File: config.mk
export PLATFORM = sky130hd
export DESIGN_NAME = readout_arbiter
export DESIGN_NICKNAME = d
export VERILOG_FILES = /design/src/rtl/readout_arbiter.sv
export SDC_FILE = /design/constraint.sdc
export NUM_CORES = 1
export LEC_CHECK = 0
export ABC_AREA = 1
export CAP_MARGIN = 40
export CORE_AREA = 2 2 125 127
export DETAILED_ROUTE_END_ITERATION = 10
export DIE_AREA = 0 0 127 129
export GPL_TIMING_DRIVEN = 0
export PLACE_DENSITY_LB_ADDON = 0.1
export REMOVE_ABC_BUFFERS = 1
export SLEW_MARGIN = 5
export SYNTH_ARGS = -nofsm -noshare
export SYNTH_HDL_FRONTEND = slang
export SYNTH_SLANG_ARGS = --single-unit
File: constraint.sdc
create_clock -name clk -period 6.35 [get_ports clk]
set_input_delay 1.27 -clock clk [delete_from_list [all_inputs] [get_ports clk]]
set_output_delay 1.27 -clock clk [all_outputs]
set_load 0.005 [all_outputs]
File: src/rtl/readout_arbiter.sv
// readout_arbiter: round-robin grant of full banks and serial framing onto one readout link.
// Optional macro READOUT_PARITY_EN appends an even-parity bit over the DATA field.
module readout_arbiter #(
  parameter int NCH = 4,
  parameter int ID_W = 2,
  parameter int ADDR_W = 8,
  parameter int DATA_W = 3,
  parameter int TIME_W = 32,
  parameter logic [7:0] SYNC = 8'hA5
) (
  input  logic                    clk,
  input  logic                    reset,
  input  logic [NCH-1:0]          req,
  input  logic [NCH*ADDR_W-1:0]   idx_final,
  input  logic [NCH*TIME_W-1:0]   event_time,
  input  logic [DATA_W-1:0]       data_in,
  output logic [NCH-1:0]          grant,
  output logic [NCH-1:0]          done,
  output logic                    re,
  output logic [ADDR_W-1:0]       addr_out,
  output logic                    serial_out,
  output logic                    frame_valid,
  output logic                    busy,
  output logic [2:0]              state
);
  localparam int M1 = TIME_W > ADDR_W ? TIME_W : ADDR_W;
  localparam int M2 = M1 > 8 ? M1 : 8;
  localparam int MW = M2 > DATA_W ? M2 : DATA_W;
  localparam int CW = $clog2(MW);
  typedef enum logic [2:0] {S_IDLE, S_ARB, S_SYNC, S_ID, S_TIME, S_COUNT, S_DATA, S_REL} st_t;
  st_t st, nxt;
  logic [ID_W-1:0] ptr, id, win, c;
  logic [ADDR_W-1:0] idx, addr_q;
  logic [TIME_W-1:0] tm;
  logic [MW-1:0] sh;
  logic [CW-1:0] cnt;
  logic [ADDR_W:0] ld;
  logic fv, last, more, pend;
`ifdef READOUT_PARITY_EN
  logic par;
`else
  assign pend = 1'b0;
`endif
  always_comb begin
    win = ptr;
    c = ptr;
    for (int i = NCH; i >= 1; i--) begin
      c = ID_W'((32'(ptr) + i) % NCH);
      if (req[c]) win = c;
    end
  end
  // ld counts samples loaded so far; it is also the address of the next read
  assign last = cnt == '0;
  assign more = ld <= {1'b0, idx};
  assign re = (st == S_COUNT || st == S_DATA) && cnt == CW'(1) && more;
  assign addr_out = re ? ld[ADDR_W-1:0] : addr_q;
  assign done = st == S_REL && !pend ? grant : '0;
  assign serial_out = sh[MW-1];
  assign frame_valid = fv;
  assign busy = st != S_IDLE;
  assign state = st;
  always_ff @(posedge clk or posedge reset)
    if (reset) st <= S_IDLE;
    else st <= nxt;
  always_comb begin
    nxt = st;
    case (st)
      S_IDLE:  nxt = |req ? S_ARB : S_IDLE;
      S_ARB:   nxt = |req ? S_SYNC : S_IDLE;
      S_SYNC:  nxt = last ? S_ID : S_SYNC;
      S_ID:    nxt = last ? S_TIME : S_ID;
      S_TIME:  nxt = last ? S_COUNT : S_TIME;
      S_COUNT: nxt = last ? S_DATA : S_COUNT;
      S_DATA:  nxt = last && !more ? S_REL : S_DATA;
      S_REL:   nxt = pend ? S_REL : S_IDLE;
    endcase
  end
  always_ff @(posedge clk or posedge reset)
    if (reset) begin
      ptr <= ID_W'(NCH - 1);
      id <= '0;
      idx <= '0;
      tm <= '0;
      sh <= '0;
      cnt <= '0;
      ld <= '0;
      addr_q <= '0;
      fv <= 1'b0;
      grant <= '0;
`ifdef READOUT_PARITY_EN
      par <= 1'b0;
      pend <= 1'b0;
`endif
    end else begin
      addr_q <= addr_out;
      sh <= sh << 1;
      cnt <= cnt - CW'(1);
`ifdef READOUT_PARITY_EN
      if (st == S_DATA) par <= par ^ sh[MW-1];
`endif
      case (st)
        S_ARB: if (|req) begin
          grant <= NCH'(1) << win;
          id <= win;
          ptr <= win;
          idx <= idx_final[win*ADDR_W +: ADDR_W];
          tm <= event_time[win*TIME_W +: TIME_W];
          ld <= '0;
          sh <= MW'(SYNC) << (MW - 8);
          cnt <= CW'(7);
          fv <= 1'b1;
`ifdef READOUT_PARITY_EN
          par <= 1'b0;
`endif
        end
        S_SYNC: if (last) begin
          sh <= MW'(id) << (MW - ID_W);
          cnt <= CW'(ID_W - 1);
        end
        S_ID: if (last) begin
          sh <= MW'(tm) << (MW - TIME_W);
          cnt <= CW'(TIME_W - 1);
        end
        S_TIME: if (last) begin
          sh <= MW'(idx) << (MW - ADDR_W);
          cnt <= CW'(ADDR_W - 1);
        end
        S_COUNT, S_DATA: if (last) begin
          if (more) begin
            sh <= MW'(data_in) << (MW - DATA_W);
            cnt <= CW'(DATA_W - 1);
            ld <= ld + (ADDR_W+1)'(1);
          end else begin
`ifdef READOUT_PARITY_EN
            sh <= MW'(par ^ sh[MW-1]) << (MW - 1);
            pend <= 1'b1;
`else
            fv <= 1'b0;
`endif
          end
        end
        S_REL: begin
          fv <= 1'b0;
          sh <= '0;
          if (!pend) grant <= '0;
`ifdef READOUT_PARITY_EN
          pend <= 1'b0;
`endif
        end
        default: ;
      endcase
    end
endmodule

Word-level counts from Yosys, hierarchy flattened. Index checks and enable logic that the tools add are counted.

Add/subtract/negate cells: 6. Magnitude comparators: 5. Equality and inequality tests: 12. Shifts and indexed selects: 3. Mux-type cells: 46. Reductions and logical operators: 17.

Operators with widths (number): two-way mux 32 bit (6); case mux 32 bit (6 select lines) (1); variable part select 128 x 8 -> 32 bit (1); variable part select 32 x 6 -> 8 bit (1); two-way mux 5 bit (6); two-way mux 9 bit (3); case mux 5 bit (5 select lines) (1); case mux 3 bit (8 select lines) (1); case mux 9 bit (2 select lines) (1); equality test 3 bit (second input constant) (4); < comparator 2 x 3 -> 1 bit (second input constant) (4); two-way mux 2 bit (6); two-way mux 1 bit (11); adder 9 x 1 -> 9 bit (second input constant) (1); <= comparator 9 x 8 -> 1 bit (1); binary-select mux 1 bit (select 2 bit) (4); two-way mux 4 bit (2); two-way mux 8 bit (1); inequality test 2 bit (second input constant) (4); case mux 4 bit (2 select lines) (1); AND reduction 4 bit (2); equality test 3 x 2 -> 1 bit (second input constant) (2); nonzero test 3 bit (2); equality test 5 x 1 -> 1 bit (second input constant) (1); 16 further kinds (22).

Bits in registers: 106. Input port bits: 169. Output and inout bits: 23. Logic and storage cells: 100.

Depth between registers and ports, before layout. Gate-level depths: netlist (run 1).

Depth in word-level cells: 10. Depth in mapped cells: 19. Mapped depth without buffers: 16.

Worst setup path before layout (run 1). No wires, ideal clock.

Kind: register to output. Start point: register ld[6]. End point: output addr_out[4]. Arrival: 1.737 ns. Required time: 5.080 ns. Setup slack: 3.343 ns. Stages on the path, launching flop included: 11. Buffers on the path: 1. Path through: dfrtp_1 ha_1 nand2_1 nor2_1 nand4_1 nand3_1 nand2_1 nand2_1 clkbuf_1 nand2_1 o21ai_0.

Cells in the longest elaborated chain, start to end: 3.

Ends and longest elaborated chain: start, declared (RTL line 37) `logic [ADDR_W:0] ld;`; start signal, assigned (RTL line 132) `ld <= ld + (ADDR_W+1)'(1);`; <= comparator 9 x 8 -> 1 bit (RTL line 54) `assign more = ld <= {1'b0, idx};`; logical AND 1 bit (RTL line 55) `assign re = (st == S_COUNT || st == S_DATA) && cnt == CW'(1) && more;`; two-way mux 8 bit (RTL line 56) `assign addr_out = re ? ld[ADDR_W-1:0] : addr_q;`; end, declared (RTL line 20) `output logic [ADDR_W-1:0] addr_out,`.

Every way passes these cells.

Worst setup path after layout (run 1).
Start point: register ld[2]. End point: output addr_out[3].

Same word-level chain as after synthesis.

==> run_results.csv, run 1 <==
group,metric,value,unit
outcome,outcome,"finished clean",
drt,drt_drc_violations_left,0,
clock_network,cts.sink_count,106,
yosys,synthArstFlopShare,1.00,
timing,fmax,242,MHz
finish,fraction_of_final_layout_cells_with_drive_strength_greater_than_1,0.0378,
yosys,post_synth_instance_area,6670,sq um
yosys,synth_warnings,0,
drt,vias,6705,
setup_path,critical_path.slowest_cell,"clkdlybuf4s50_1",
place,finalWeightedCongestion,0.896,
clock_network,postCtsHoldBufs,0,
place,placement.cell_area,8720,sq um
timing,worst_pin_slew,0.860,ns
finish,filler_cell_count,1472,
setup_path,crit_chain,"ha_1 > a21oi_1 > o21ai_0 > nand2_1 > nand3_1 > nand2_1 > nand2_1 > o21ai_0 > clkdlybuf4s50_1",
clock_network,cts_inserted_buffers,9,
yosys,dominant_cell_type_by_area_after_synthesis,"dfrtp_1",
drt,detail_route.iter0.violations,517,
yosys,netlist_top_cells_area,"dfrtp_1, nand2_1, nand3_1",
setup_path,timing.critical_path.fanout_max,14,
power,vdd.ir_drop.worst,0.116,mV
clock_network,setup_buffers_after_cts,0,
clock_network,clock_insertion_delay_worst_skew,0.35,ns
finish,final_cells,1378,
grt,via_count_of_the_first_global_routing_pass,6280,
floorplanning,die_width,127,microns
clock_network,postCtsResizedCells,0,
finish,final_nets,1365,
yosys,synth_top_area_frac,0.390,
drt,route.final.wire_length,17400,microns
timing,max-slew-margin-rel,0.426,
timing,final_max_slew_viol_count,0,
setup_path,critPathCaptureType,"primary output",
clock_network,cts_root_buffer,"clkbuf_16",
yosys,synth-main-ff-cell,"dfrtp_1",
setup_path,critPathTopFamily,"simple AND/OR/NAND/NOR gates",
setup_path,worst-path-buf-inv,1,
floorplanning,placement_rows,45,
place,port_buffers,191,
clock_network,tritoncts,"done",
finish,layout.cell_area.non_filler,9020,sq um
power,power.leakage,4.87,nW
finish,area_growth,35.3,%
floorplanning,placeableCoreArea,15000,sq um
timing,setup_viol,0,
timing,setup_tns,0,ns
clock_network,cts_max_path_buffers,2,
yosys,synth_edf_count,0,
drt,antenna_violating_nets_post_route,0,
power,power_per_cell_area,165,nW/um^2
yosys,synth.ff_latch_count,106,
drt,post_drt_wl_per_cell,12.6,microns
clock_network,cts.htree.levels,3,
worst_hold_path,holdCritPathClass,"register to register",
timing,fin_crit,4.14,ns
setup_path,timing.critical_path.required,5.08,ns
job,maxCapViolations,0,
setup_path,worst-endpoint-arrival,2.87,ns
timing,fin_worst_skew,0.0110,ns
grt,grt_usage,0.218,
finish,antenna_cells_inserted,0,
drt,detail_route.vias_per_cell,4.87,
yosys,syn-mean-instance-area,6.49,sq um
floorplanning,io_pins,192,
grt,grt_pass1_wl,29400,microns
floorplanning,die_height,129,microns
yosys,synth.distinct_cells,37,
grt,global_route_total_overflow,0,
floorplanning,design.die.area,16400,sq um
clock_network,cts.reportedPaths.clkPinSlew,0.08,ns
timing,finalHoldViolations,0,
grt,grt_max_degree,84,
grt,number_of_antenna_violations_at_the_first_check_in_global_routing,0,
timing,rsz_0062_raised_after_global_routing,"false",
place,post-place-cells,1362,
yosys,post_synth_inst_count,1028,
floorplanning,initial_core_utilization,0.445,
yosys,seq_area_frac_synth,0.398,
place,hpwl,12400,microns
setup_path,cp_slowest_stage_delay,0.54,ns
setup_path,crit_top_cell,"nand2_1",
setup_path,crit_path_start_kind,"register",
setup_path,worstSetupPathType,"register to primary output",
timing,post-route-period-util,0.651,
drt,drt_pass1_iterations,5,
path summary, 6_finish.rpt:
kind | start | end | slack (ns) | depth (start not counted)
worst min register to register | sh[13]$_DFF_PP0_ | sh[14]$_DFF_PP0_ | 0.44 | 2
worst max register to register | ptr[0]$_DFFE_PP1P_ | tm[2]$_DFFE_PP0P_ | 3.41 | 15
worst max-delay path | ld[2]$_DFFE_PP0P_ | addr_out[3] | 2.21 | 9
min in group asynchronous | reset | grant[1]$_DFFE_PP0P_ | 1.30 | 2
max in group asynchronous | reset | tm[19]$_DFFE_PP0P_ | 4.34 | 3
worst min-delay path | sh[13]$_DFF_PP0_ | sh[14]$_DFF_PP0_ | 0.44 | 2
cells in the mapped netlist, types with 2 or more instances:
| cell type | count |
|---|---|
| a21oi_1 | 10 |
| a221oi_1 | 2 |
| a22oi_1 | 6 |
| buf_1 | 4 |
| buf_2 | 22 |
| buf_6 | 9 |
| clkbuf_1 | 17 |
| dfrtp_1 | 104 |
| dfstp_2 | 2 |
| ha_1 | 11 |
| inv_1 | 50 |
| inv_2 | 7 |
| nand2_1 | 583 |
| nand2_2 | 2 |
| nand3_1 | 108 |
| nand4_1 | 12 |
| nor2_1 | 25 |
| nor3_1 | 3 |
| o21ai_0 | 26 |
| o22ai_1 | 2 |
| xor2_1 | 7 |
final cells by class:
type / count / area [sq um] / share of cell area
clock inverters: 7 / 81.3 / 0.00901
clock buffers: 9 / 225 / 0.0250
repair buffers: 198 / 2080 / 0.231
well taps: 188 / 235 / 0.0261
multi-input cells: 812 / 3520 / 0.390
inverters: 58 / 225 / 0.0250
flip-flops and latches: 106 / 2660 / 0.294
sequential cells by signal (all words and copies together), names as in the netlist:
name	cells
state	3
id	2
sh	32
ptr	2
tm	32
ld	9
grant	4
idx	8
frame_valid	1
addr_q	8
cnt	5
layer usage:
metal | up-vias | GRT usage | routed length [microns]
met5 | - | 0 | 0
met4 | 0 | 0.0659 | 297
met3 | 20 | 0.0474 | 833
met2 | 149 | 0.364 | 8290
met1 | 2992 | 0.285 | 7980
li1 | 3544 | - | -
worst reg2reg max path, stage by stage, from the launching register on:
cell and delay [ns]:
dfstp_2 0.67, inv_6 0.08, nand2_1 0.06, nand2_1 0.06, nand2_1 0.13, nand2_1 0.08
inv_2 0.09, nand2_1 0.09, o21ai_4 0.59, buf_16 0.24, inv_2 0.22, buf_16 0.23
nand2_1 0.10, nand2_1 0.06, nand2_1 0.07, nand2_1 0.06
logic make-up after synthesis:
kind of cell               count (synthesis)  synth area share
buffers and inverters                    110            0.0769
xor gates and xnor gates                   7           0.00919
adders and majority gates                 11            0.0206
DFF                                      106             0.398
AOI/OAI and AO/OA                         53            0.0460
and+or+nand+nor                          741             0.449
metrics by stage:
step	setup WS (ns)	total power, mW	hold WS, ns	util
finish	2.21	1.49	0.440	0.603
global route	1.85	1.57	0.460	0.603
CTS	2.18	1.51	0.444	0.603
detailed placement	2.38	0.934	0.428	0.582
global placement	0.283	0.926	0.423	0.569
floorplan	2.24	0.793	0.418	-
placed cells by master, fill, tap and decap left out, drive strengths merged:
| cell type | Yosys | routed |
|---|---|---|
| a221oi | 2 | 2 |
| ha | 11 | 11 |
| a21o | 1 | 1 |
| clkinv | 0 | 1 |
| xor2 | 7 | 7 |
| nand2 | 586 | 586 |
| nand3 | 110 | 110 |
| and3 | 1 | 1 |
| or2 | 1 | 1 |
| clkdlybuf4s50 | 0 | 191 |
| a211oi | 1 | 1 |
| a22oi | 6 | 6 |
| dfstp | 2 | 2 |
| o21ai | 28 | 28 |
| nor4 | 1 | 1 |
| dfrtp | 104 | 104 |
| a31oi | 1 | 1 |
| a21oi | 10 | 10 |
| clkbuf | 17 | 9 |
| o2111ai | 1 | 1 |
| o21a | 1 | 1 |
| buf | 35 | 7 |
| nor3 | 3 | 3 |
| nor2 | 26 | 26 |
| bufinv | 0 | 1 |
| o22ai | 2 | 2 |
| inv | 58 | 63 |
| nand3b | 1 | 1 |
| nand4 | 12 | 12 |
report_power, final:
part / internal [mW] / switching (mW)
clock: 0.314 / 0.262
combinational: 0.136 / 0.106
sequential: 0.675 / 0.000300
total: 1.12 / 0.369
Power figures use the tool's default switching activity.
==> run 2, diff against run 1 <==
- CORE_AREA: 2 2 125 127 -> 2 2 127 129
- DIE_AREA: 0 0 127 129 -> 0 0 129 131
- clock period: 6.35 -> 3.45 ns (I/O delays scaled with it)
==> run 2 against run 1 <==
Against the previous run: first-iteration DRC count fell by 38%; sequential power rose by 84%; combinational power is 82% higher; flip-flop and latch count did not move; worst hold slack better by 0.0041 ns.
==> run_results.csv, run 2 (synthesized netlist as in run 1, its figures left out) <==
group,metric,value,unit
floorplanning,placement_rows,46,
place,port_buffers,191,
clock_network,tritoncts,"done",
finish,layout.cell_area.non_filler,9080,sq um
job,maxCapViolations,0,
place,placement.cell_area,8740,sq um
finish,filler_cell_count,1570,
setup_path,worstSetupPathType,"register to primary output",
setup_path,critical_path.slowest_cell,"clkdlybuf4s50_1",
finish,mostFrequentLayoutCells,"nand2_1, clkdlybuf4s50_1, nand3_1",
floorplanning,io_pins,192,
outcome,outcome,"finished clean",
timing,setup_viol,0,
clock_network,cts.sink_count,106,
grt,global_route_total_overflow,0,
drt,route.final.wire_length,17700,microns
setup_path,timing.critical_path.required,2.76,ns
timing,final_max_slew_viol_count,0,
floorplanning,design.die.area,16900,sq um
clock_network,cts.reportedPaths.clkPinSlew,0.07,ns
finish,largestRegisters,"sh x32, tm x32, ld x9",
drt,drt_pass1_iterations,5,
timing,worst_pin_slew,0.857,ns
clock_network,cts_root_buffer,"clkbuf_16",
floorplanning,initial_core_utilization,0.428,
drt,post_drt_wl_per_cell,12.6,microns
worst_hold_path,timing.hold.worst.start,"sh[2]$_DFF_PP0_",
timing,setup_tns,0,ns
place,finalWeightedCongestion,0.905,
timing,rsz_0062_raised_after_global_routing,"false",
place,post-place-cells,1390,
floorplanning,placeableCoreArea,15600,sq um
place,dp_slack,-0.0600,ns
finish,storage_element_area,2660,sq um
timing,fin_crit,3.24,ns
finish,post-route-util,0.582,
setup_path,worst-endpoint-arrival,2.55,ns
finish,final_common_cell,"nand2_1",
clock_network,cts_max_path_buffers,2,
timing,finalHoldViolations,0,
clock_network,cts_inserted_buffers,9,
drt,detail_route.vias_per_cell,4.81,
timing,fin_worst_skew,0.0112,ns
finish,multiInputGateArea,3540,sq um
setup_path,cp_slowest_stage_delay,0.50,ns
setup_path,crit_chain,"ha_1 > nand2_1 > nor2_1 > nand4_1 > nand2_4 > nand2_1 > nor2_2 > nand2_1 > nand2_1 > clkdlybuf4s50_1",
drt,vias,6760,
finish,antenna_cells_inserted,0,
timing,holdWs,0.444,ns
power,p_total,2.75,mW
setup_path,crit_path_start_kind,"register",
worst_hold_path,min_path_cells,2,
setup_path,crit_top_cell,"nand2_1",
grt,grt_pass1_wl,29900,microns
floorplanning,die_width,129,microns
power,vdd.ir_drop.worst,0.267,mV
timing,post-route-period-util,0.940,
clock_network,clock_insertion_delay_worst_skew,0.35,ns
floorplanning,die_height,131,microns
setup_path,r2r_setup_slack,0.36,ns
timing,finalWorstSetupSlack,0.207,ns
finish,area_growth,36.1,%
clock_network,cts.htree.levels,3,
setup_path,worst-path-buf-inv,1,
setup_path,timing.critical_path.fanout_max,7,
finish,fraction_of_final_layout_cells_with_drive_strength_greater_than_1,0.0403,
timing,max-slew-margin-rel,0.428,
grt,via_count_of_the_first_global_routing_pass,6274,
worst_hold_path,holdCritPathClass,"register to register",
setup_path,rr_worst_depth,15,
place,hpwl,12200,microns
setup_path,critPathCaptureType,"primary output",
setup_path,critPathTopFamily,"simple AND/OR/NAND/NOR gates",
grt,grt_max_degree,84,
drt,antenna_violating_nets_post_route,0,
grt,number_of_antenna_violations_at_the_first_check_in_global_routing,0,
power,power.leakage,4.88,nW
timing,fmax,308,MHz
worst_hold_path,hold-path-endpoint,"sh[3]$_DFF_PP0_",
clock_network,postCtsHoldBufs,0,
setup_path,reg2reg_to,"tm[24]$_DFFE_PP0P_",
finish,final_cells,1406,
power,power_per_cell_area,303,nW/um^2
setup_path,regToRegStartpoint,"ptr[0]$_DFFE_PP1P_",
drt,detail_route.iter0.violations,320,
grt,grt_usage,0.215,
drt,drt_drc_violations_left,0,
finish,final_nets,1365,
[run 2: layout make-up]
class | instances | area share
clock inverter | 5 | 0.00744
timing repair buffer | 198 | 0.229
sequential | 106 | 0.293
multi-input combinational | 812 | 0.390
inverter | 58 | 0.0248
tap | 216 | 0.0298
clock buffer | 11 | 0.0267
[run 2: how the worst max path moves through the flow]
stage	from	to	slack (ns)	depth (start not counted)
after floorplan	req[3]	ptr[0]$_DFFE_PP1P_	-0.08	11
after global placement	req[3]	ptr[0]$_DFFE_PP1P_	-1.96	12
after detailed placement	req[3]	tm[14]$_DFFE_PP0P_	-0.06	16
after CTS	state[0]$_DFF_PP0_	addr_out[3]	0.08	8
after global routing	req[1]	tm[26]$_DFFE_PP0P_	0.005	15
final	ld[6]$_DFFE_PP0P_	addr_out[5]	0.21	10
[run 2: power breakdown]
part / switching [mW] / total, mW / leakage (nW) / internal, mW
clock network: 0.475 / 1.07 / 0.153 / 0.595
logic: 0.194 / 0.440 / 3.30 / 0.246
registers: 0.000542 / 1.24 / 1.43 / 1.24
[run 2: layer usage]
layer	global-route usage	up-vias	part of all wire
li1	-	3544	-
met2	0.356	144	0.47
met3	0.0383	13	0.045
met4	0.0428	0	0.0097
met1	0.299	3059	0.48
met5	0	-	0
[run 2: worst register-to-register path, delay by kind of cell (launching register included)]
kind	cells	cell delay, ns
flops	1	0.67
simple gates	12	1.89
buf+inv	3	0.49
[run 2: timing repair]
action | 4_1_cts | 5_1_grt
setup buffers | 0 | 0
pin swaps | 0 | 1
setup endpoints to repair | 8 | 8
gates resized for setup | 2 | 10
cloned | 0 | 0
